### src/rtl/program_loader_if.sv
// Byte-stream and program-memory write signals of the boot loader.
// slave  : loader side (consumes bytes, drives the memory write port)
// master : host/bench side (offers bytes, observes the memory write port)
interface program_loader_if;
    logic [7:0]  Byte_i;
    logic        Byte_Valid_i;
    logic        Byte_Ready_o;
    logic        Mem_Write_o;
    logic [31:0] Mem_Address_o;
    logic [31:0] Mem_Data_o;

    modport slave (
        input  Byte_i,
        input  Byte_Valid_i,
        output Byte_Ready_o,
        output Mem_Write_o,
        output Mem_Address_o,
        output Mem_Data_o
    );

    modport master (
        output Byte_i,
        output Byte_Valid_i,
        input  Byte_Ready_o,
        input  Mem_Write_o,
        input  Mem_Address_o,
        input  Mem_Data_o
    );
endinterface

### src/rtl/program_loader.sv
// Boot loader: assembles a length-prefixed little-endian byte stream into
// 32-bit words, writes them to program memory and releases the core's
// active-low reset once the image is complete.
// Optional feature macro: PROGRAM_LOADER_CHECKSUM_EN (trailing XOR byte).
//
// state  | meaning
// -------+-----------------------------------------------------------
// HDR_LO | waiting for count[7:0]
// HDR_HI | waiting for count[15:8]; decides ERROR / CHECK / DATA
// DATA   | collecting the 4 bytes of the current word, LSB first
// WRITE  | one-cycle memory write strobe for the assembled word
// CHECK  | end of image (waits for the checksum byte when enabled)
// DONE   | image loaded, core released
// ERROR  | length overflow or checksum mismatch, core held in reset
module program_loader #(
    parameter int          MEMORY_DEPTH = 64,
    parameter logic [31:0] BASE_ADDR    = 32'h0040_0000
) (
    input  logic                    clk,
    input  logic                    reset,
    input  logic                    Start_i,
    program_loader_if.slave         bus,
    output logic                    Core_Reset_o,
    output logic                    Done_o,
    output logic                    Error_o
);

    typedef enum logic [2:0] {
        HDR_LO,
        HDR_HI,
        DATA,
        WRITE,
        CHECK,
        DONE,
        ERROR
    } state_t;

    localparam logic [16:0] DEPTH_LIMIT = 17'(MEMORY_DEPTH);

    state_t      state_q;
    state_t      state_d;
    logic [15:0] count_q;
    logic [15:0] word_index_q;
    logic [1:0]  byte_cnt_q;
    logic [31:0] data_q;
    logic [15:0] hdr_count;
    logic        accept;
    logic        last_word;
`ifdef PROGRAM_LOADER_CHECKSUM_EN
    logic [7:0]  csum_q;
`endif

    assign accept    = bus.Byte_Valid_i & bus.Byte_Ready_o;
    assign hdr_count = {bus.Byte_i, count_q[7:0]};
    assign last_word = (({1'b0, word_index_q} + 17'd1) == {1'b0, count_q});

    // State register
    always_ff @(posedge clk or negedge reset) begin
        if (!reset) begin
            state_q <= HDR_LO;
        end else begin
            state_q <= state_d;
        end
    end

    // Next-state decode
    always_comb begin
        state_d = state_q;
        case (state_q)
            HDR_LO: begin
                if (accept) state_d = HDR_HI;
            end
            HDR_HI: begin
                if (accept) begin
                    if ({1'b0, hdr_count} > DEPTH_LIMIT) state_d = ERROR;
                    else if (hdr_count == 16'd0)         state_d = CHECK;
                    else                                 state_d = DATA;
                end
            end
            DATA: begin
                if (accept && byte_cnt_q == 2'd3) state_d = WRITE;
            end
            WRITE: begin
                state_d = last_word ? CHECK : DATA;
            end
            CHECK: begin
`ifdef PROGRAM_LOADER_CHECKSUM_EN
                if (accept) state_d = (bus.Byte_i == csum_q) ? DONE : ERROR;
`else
                state_d = DONE;
`endif
            end
            DONE, ERROR: begin
                if (Start_i) state_d = HDR_LO;
            end
            default: state_d = HDR_LO;
        endcase
    end

    // Handshake and status outputs, decoded from state only
    always_comb begin
        bus.Byte_Ready_o = 1'b0;
        bus.Mem_Write_o  = 1'b0;
        Core_Reset_o     = 1'b0;
        Done_o           = 1'b0;
        Error_o          = 1'b0;
        case (state_q)
            HDR_LO, HDR_HI, DATA: bus.Byte_Ready_o = 1'b1;
`ifdef PROGRAM_LOADER_CHECKSUM_EN
            CHECK:                bus.Byte_Ready_o = 1'b1;
`endif
            WRITE:                bus.Mem_Write_o  = 1'b1;
            DONE: begin
                Core_Reset_o = 1'b1;
                Done_o       = 1'b1;
            end
            ERROR:                Error_o          = 1'b1;
            default: ;
        endcase
    end

    // Header latch, word assembly and word index; word_index never exceeds
    // MEMORY_DEPTH so the 32-bit address cannot wrap
    always_ff @(posedge clk or negedge reset) begin
        if (!reset) begin
            count_q      <= '0;
            word_index_q <= '0;
            byte_cnt_q   <= '0;
            data_q       <= '0;
        end else begin
            if (accept) begin
                case (state_q)
                    HDR_LO: count_q[7:0] <= bus.Byte_i;
                    HDR_HI: begin
                        count_q[15:8] <= bus.Byte_i;
                        word_index_q  <= '0;
                        byte_cnt_q    <= '0;
                    end
                    DATA: begin
                        data_q[{byte_cnt_q, 3'b000} +: 8] <= bus.Byte_i;
                        byte_cnt_q                         <= byte_cnt_q + 2'd1;
                    end
                    default: ;
                endcase
            end
            if (state_q == WRITE) begin
                word_index_q <= word_index_q + 16'd1;
            end
        end
    end

`ifdef PROGRAM_LOADER_CHECKSUM_EN
    // Running XOR of data bytes; header bytes are excluded
    always_ff @(posedge clk or negedge reset) begin
        if (!reset) begin
            csum_q <= '0;
        end else if (accept) begin
            if (state_q == HDR_HI)    csum_q <= '0;
            else if (state_q == DATA) csum_q <= csum_q ^ bus.Byte_i;
        end
    end
`endif

    assign bus.Mem_Address_o = BASE_ADDR + {14'd0, word_index_q, 2'b00};
    assign bus.Mem_Data_o    = data_q;

endmodule

### src/flat_wrapper.sv
// flat-port wrapper written by rule: the top's interface ports become plain ports
module program_loader_flat 
#(
    parameter int          MEMORY_DEPTH = 64,
    parameter logic [31:0] BASE_ADDR    = 32'h0040_0000
)
  (clk, reset, Start_i, Core_Reset_o, Done_o, Error_o, bus_Byte_i, bus_Byte_Valid_i, bus_Byte_Ready_o, bus_Mem_Write_o, bus_Mem_Address_o, bus_Mem_Data_o);
  program_loader_if bus_i ();
  input  logic clk;
  input  logic reset;
  input  logic Start_i;
  output logic Core_Reset_o;
  output logic Done_o;
  output logic Error_o;
  input wire logic [$bits(bus_i.Byte_i)-1:0] bus_Byte_i;
  input wire logic [$bits(bus_i.Byte_Valid_i)-1:0] bus_Byte_Valid_i;
  output wire logic [$bits(bus_i.Byte_Ready_o)-1:0] bus_Byte_Ready_o;
  output wire logic [$bits(bus_i.Mem_Write_o)-1:0] bus_Mem_Write_o;
  output wire logic [$bits(bus_i.Mem_Address_o)-1:0] bus_Mem_Address_o;
  output wire logic [$bits(bus_i.Mem_Data_o)-1:0] bus_Mem_Data_o;
  assign bus_i.Byte_i = bus_Byte_i;
  assign bus_i.Byte_Valid_i = bus_Byte_Valid_i;
  assign bus_Byte_Ready_o = bus_i.Byte_Ready_o;
  assign bus_Mem_Write_o = bus_i.Mem_Write_o;
  assign bus_Mem_Address_o = bus_i.Mem_Address_o;
  assign bus_Mem_Data_o = bus_i.Mem_Data_o;
  program_loader #(.MEMORY_DEPTH(MEMORY_DEPTH), .BASE_ADDR(BASE_ADDR)) u_core (.clk(clk), .reset(reset), .Start_i(Start_i), .bus(bus_i), .Core_Reset_o(Core_Reset_o), .Done_o(Done_o), .Error_o(Error_o));
endmodule
### config.mk
export PLATFORM = sky130hd
export DESIGN_NAME = program_loader_flat
export DESIGN_NICKNAME = d
export VERILOG_FILES = /design/src/rtl/program_loader_if.sv /design/src/rtl/program_loader.sv /design/src/flat_wrapper.sv
export SDC_FILE = /design/constraint.sdc
export NUM_CORES = 1
export LEC_CHECK = 0
export CELL_PAD_IN_SITES_DETAIL_PLACEMENT = 1
export CELL_PAD_IN_SITES_GLOBAL_PLACEMENT = 1
export CORE_UTILIZATION = 28
export DETAILED_ROUTE_END_ITERATION = 8
export DONT_BUFFER_PORTS = 1
export PLACE_DENSITY_LB_ADDON = 0.1
export SLEW_MARGIN = 10
export SYNTH_ARGS = -nofsm -noshare
export SYNTH_HDL_FRONTEND = slang
export SYNTH_SLANG_ARGS = --single-unit
### constraint.sdc
create_clock -name clk -period 2.73 [get_ports clk]
set_input_delay 0.546 -clock clk [delete_from_list [all_inputs] [get_ports clk]]
set_output_delay 0.546 -clock clk [all_outputs]
set_load 0.03 [all_outputs]
# Word-level counts from Yosys, hierarchy flattened
# Index checks and enable logic that the tools add are counted.
# word_totals
ff_bits	69
in_bits	12
output_inout_bits	69
word_cells	58
# op_classes
add_sub_neg	5
magnitude_cmp	1
eq_ne	12
shift	2
muxes	17
bitwise	1
n_reduce_logical	14
# op_table
op	count
$mux 16	3
$bwmux 32	1
$shift 8x7->32 const A	1
$shiftx 8x7->32	1
$add 23x18->24 const A	1
$mux 3	7
$pmux 3 s6	1
$add 16x1->17 const B	1
$eq 17x16->1	1
$add 16x1->16 const B	1
$gt 16x7->1 const B	1
$logic_not 16->1	1
$reduce_and 2->1	5
$eq 3x3->1 const B	3
$neg 5->7	1
$eq 3x2->1 const B	2
$ne 2x1->1 const B	3
$reduce_bool 2->1	3
$mux 1	4
$pmux 2 s2	1
$reduce_and 4->1	1
$eq 3x1->1 const B	1
$logic_not 3->1	1
$reduce_or 3->1	1
6 further kinds	6

# Logic depth before layout (Yosys ltp)
# depth
word_depth	7
ltp_mapped	8
mapped_depth_nobuf	7

# Worst setup path before layout
# OpenSTA, ideal clock, no wires.
# synth_path
kind	flip-flop to output port
start	reg u_core.state_q[0]
end	out Done_o
arrival_ns	1.768
required_ns	2.184
slack_ns	0.416
stages_incl_launch_ff	4
path_buffers	2
cell_sequence	dfrtp_1 clkbuf_1 nor3b_1 buf_4
# synth_between
elab_chain_len	2
# synth_rtl
element	line	source
start, declared	program_loader.sv:40	state_t state_q;
start signal, assigned	program_loader.sv:62	state_q <= state_d;
$eq 3x3->1	n/a	
$mux 1	n/a	
end, declared	flat_wrapper.sv:13	output logic Done_o;
# No other way between the ends.

# Worst setup path in the final report
# layout_path
start	reg u_core.word_index_q[3]
end	reg u_core.state_q[1]
# layout_between
elab_chain_len	4
# layout_rtl
element	line	source
start, declared	program_loader.sv:43	logic [15:0] word_index_q;
start signal, assigned	program_loader.sv:147	word_index_q <= word_index_q + 16'd1;
$add 16x1->17	program_loader.sv:55	assign last_word = (({1'b0, word_index_q} + 17'd1) == {1'b0, count_q});
$eq 17x16->1	program_loader.sv:55	
$mux 3	program_loader.sv:84	state_d = last_word ? CHECK : DATA;
$pmux 3 s6	program_loader.sv:69	case (state_q)
# No other way between the ends.
# A chain may end at the register's enable or synchronous reset.

==> results.sh <==
export IMPL_ios=81
export IMPL_cellLeakagePower_nw=1.743
export IMPL_routed_wl_mm=10.86
export IMPL_routabilityCongestion=0.7731
export IMPL_critical_path_slowest_cell="dfrtp_1"
export IMPL_root_buffer="clkbuf_16"
export IMPL_outcome="completed"
export IMPL_die_w_um=117.6
export IMPL_syn_inst=410
export IMPL_synth_area_per_cell_um2=9.134
export IMPL_core_area_um2=12820
export IMPL_path_class="reg -> reg"
export IMPL_drc=0
export IMPL_nNetsFinal=431
export IMPL_setup_tns_ps=0
export IMPL_grt_pass1_wl_mm=17.33
export IMPL_cts_reportedPaths_clkPinSlew_ps=60
export IMPL_crit_family="simple AND/OR/NAND/NOR gates"
export IMPL_drive_gt1_share_pct=12.92
export IMPL_hold_slack_ps=69.24
export IMPL_initial_core_util_pct=29.20
export IMPL_start_kind="register"
export IMPL_diodes=0
export IMPL_syn_area_um2=3745
export IMPL_slew_headroom_pct=24.84
export IMPL_critPathBufInv=0
export IMPL_peakVddDrop_mv=0.3486
export IMPL_yosys_warnings=0
export IMPL_fill_cells=1525
export IMPL_via_count=2933
export IMPL_seq_area_um2=1727
export IMPL_synth_edf_count=0
export IMPL_fin_worst_skew_ps=6.605
export IMPL_arrival_ps=2510
export IMPL_clock_sinks=69
export IMPL_ant_nets=0
export IMPL_clk_latency_ps=340
export IMPL_worstRegToRegCells=6
export IMPL_synth_seq_cells=69
export IMPL_fp_dieArea_um2=13840
export IMPL_cp_max_fo=10
export IMPL_setup_violations=0
export IMPL_multi_input_area_um2=1831
export IMPL_synthArstFlopShare_pct=100.0
export IMPL_rsz0062_at_grt="no"
export IMPL_cp_end_kind="register"
export IMPL_placedCellCount=573
export IMPL_dpl_hpwl_mm=7.347
export IMPL_yosysSeqAreaShare_pct=46.11
export IMPL_fmax_ghz=0.4344
export IMPL_cts_tree="yes"
export IMPL_drv_cap=0
export IMPL_cts_buffer_depth=2
export IMPL_min_path_type="in -> async"
export IMPL_grt_usage_pct=16.31
export IMPL_grt_pass1_vias=2980
export IMPL_grt_max_degree=70
export IMPL_cp_depth=6
export IMPL_ys_flop_type="dfrtp_1"
export IMPL_drt_iter0_markers=133
export IMPL_dieHeight_um=117.6
export IMPL_fp_row_count=41
export IMPL_worst_endpoint_required_ps=2940
export IMPL_cts_max_level=3
export IMPL_gr_total_overflow=0
export IMPL_tightest_slew_ps=1123
export IMPL_total_power_mw=4.287
export IMPL_firstDrtPassIters=4
export IMPL_slowest_delay_ps=690
export IMPL_fin_ws_ps=427.8
export IMPL_antenna_found_initial=0
export IMPL_period_share_pct=84.33
export IMPL_dpl_worst_slack_ps=434.3
export IMPL_numCtsBuffers=9
export IMPL_port_buffers=0
export IMPL_path_cells="nand4_1 -> nor3_2 -> xnor2_1 -> nand3_1 -> nor4_2 -> o21ai_0"
export IMPL_finalHoldViolCount=0
export IMPL_powerDensity_nw_per_um2=1016
export IMPL_finalMaxSlewViolations=0
export IMPL_wl_per_cell_um=18.41
export IMPL_postCtsSetupRepairBufs=0
export IMPL_area_growth_pct=12.70
export IMPL_period_minus_slack_ps=2302
export IMPL_avgViaCountPerCell=4.971
export IMPL_finalNonFillerCells=590
export IMPL_ys_types=42
==> repair_timing <==
| item | 4_1_cts | 5_1_grt |
|---|---|---|
| hold buffers | 1 | 0 |
| resized for setup | 0 | 0 |
| endpoints found under the hold margin | 69 | 0 |
==> cell families after synthesis <==
logic type | share of synthesized area (%)
AO/OA/AOI/OAI | 14.33
other | 0.2005
flip-flops | 46.11
buffers and inverters | 6.549
adder cells (fa/ha/maj) | 2.272
AND/OR/NAND/NOR | 19.95
multiplexers | 5.914
XOR/XNOR | 4.678
==> cells in the final DEF, fill, tap and decap left out, drive strengths merged, types with 6 or more instances in the layout <==
cell type,count
nand4,6
nor2,17
nand3,11
nor3,7
nor4,6
o21ai,59
nor3b,7
conb,16
xor2,6
mux2,17
nand2,83
clkbuf,11
xnor2,14
a21oi,12
ha,6
buf,16
dfrtp,69
==> synthesized netlist by cell type (6+ instances only) <==
cell | count | area (um^2)
clkbuf_1 | 10 | 37.54
dfrtp_1 | 69 | 1727
buf_4 | 22 | 165.2
nor2_1 | 17 | 63.81
xnor2_1 | 14 | 122.6
nor3b_1 | 7 | 52.55
nand3_1 | 11 | 55.05
mux2_2 | 17 | 191.4
xor2_1 | 6 | 52.55
nand2_1 | 83 | 311.6
o21ai_0 | 59 | 295.3
a21oi_1 | 12 | 60.06
ha_1 | 6 | 75.07
nand4_1 | 6 | 37.54
==> state kept, by name (all words and copies together), names as in the netlist <==
signal / flops
u_core.bus.Mem_Data_o: 32
u_core.byte_cnt_q: 2
u_core.count_q: 16
u_core.state_q: 3
u_core.word_index_q: 16
==> where the power goes <==
part,total (mW),switching [mW],leakage [nW],internal [mW]
Combinational,1.33,0.755,0.686,0.573
Sequential,1.78,0.501,0.916,1.28
Clock,1.18,0.465,0.140,0.711
==> cell type report <==
type,instances,area share [%]
multi-input cells,313,43.37
flip-flops and latches,69,40.91
clock buffers,11,5.514
well taps,172,5.099
repair buffers,16,3.320
clock inverters,5,1.423
inverters,4,0.3558
==> metrics by stage <==
step / util (%) / area (um^2)
finish: 32.91 / 4220
CTS: 32.91 / 4220
global route: 32.91 / 4220
global placement: 30.41 / 3900
detailed placement: 30.41 / 3900
floorplan: - / 3797
==> worst reg2reg max path, stage by stage, from the launching register on <==
cell and delay (ps):
dfrtp_1 690, nand4_1 340, nor3_2 500, xnor2_1 170, nand3_1 120, nor4_2 220, o21ai_0 130
==> final timing paths <==
path	from	end	slack (ps)
setup / recovery	u_core.word_index_q[3]	u_core.state_q[1]	430
hold / removal	reset	u_core.bus.Mem_Data_o[22]	70
setup reg to reg	u_core.word_index_q[3]	u_core.state_q[1]	430
hold reg to reg	u_core.count_q[12]	u_core.count_q[12]	530
max in group asynchronous	reset	u_core.count_q[11]	2320
min in group clk	bus_Byte_i[0]	u_core.bus.Mem_Data_o[0]	330
==> metal layers <==
| metal | global-route usage [%] | wire length [um] | up-vias | part of all wire, % |
|---|---|---|---|---|
| li1 | - | - | 1399 | - |
| met1 | 22.46 | 5310 | 1456 | 49 |
| met2 | 24.45 | 4831 | 70 | 44 |
| met3 | 4.651 | 593 | 8 | 5.5 |
| met4 | 5.288 | 125 | 0 | 1.2 |
| met5 | 0 | 0 | - | 0 |
Power figures use the tool's default switching activity.
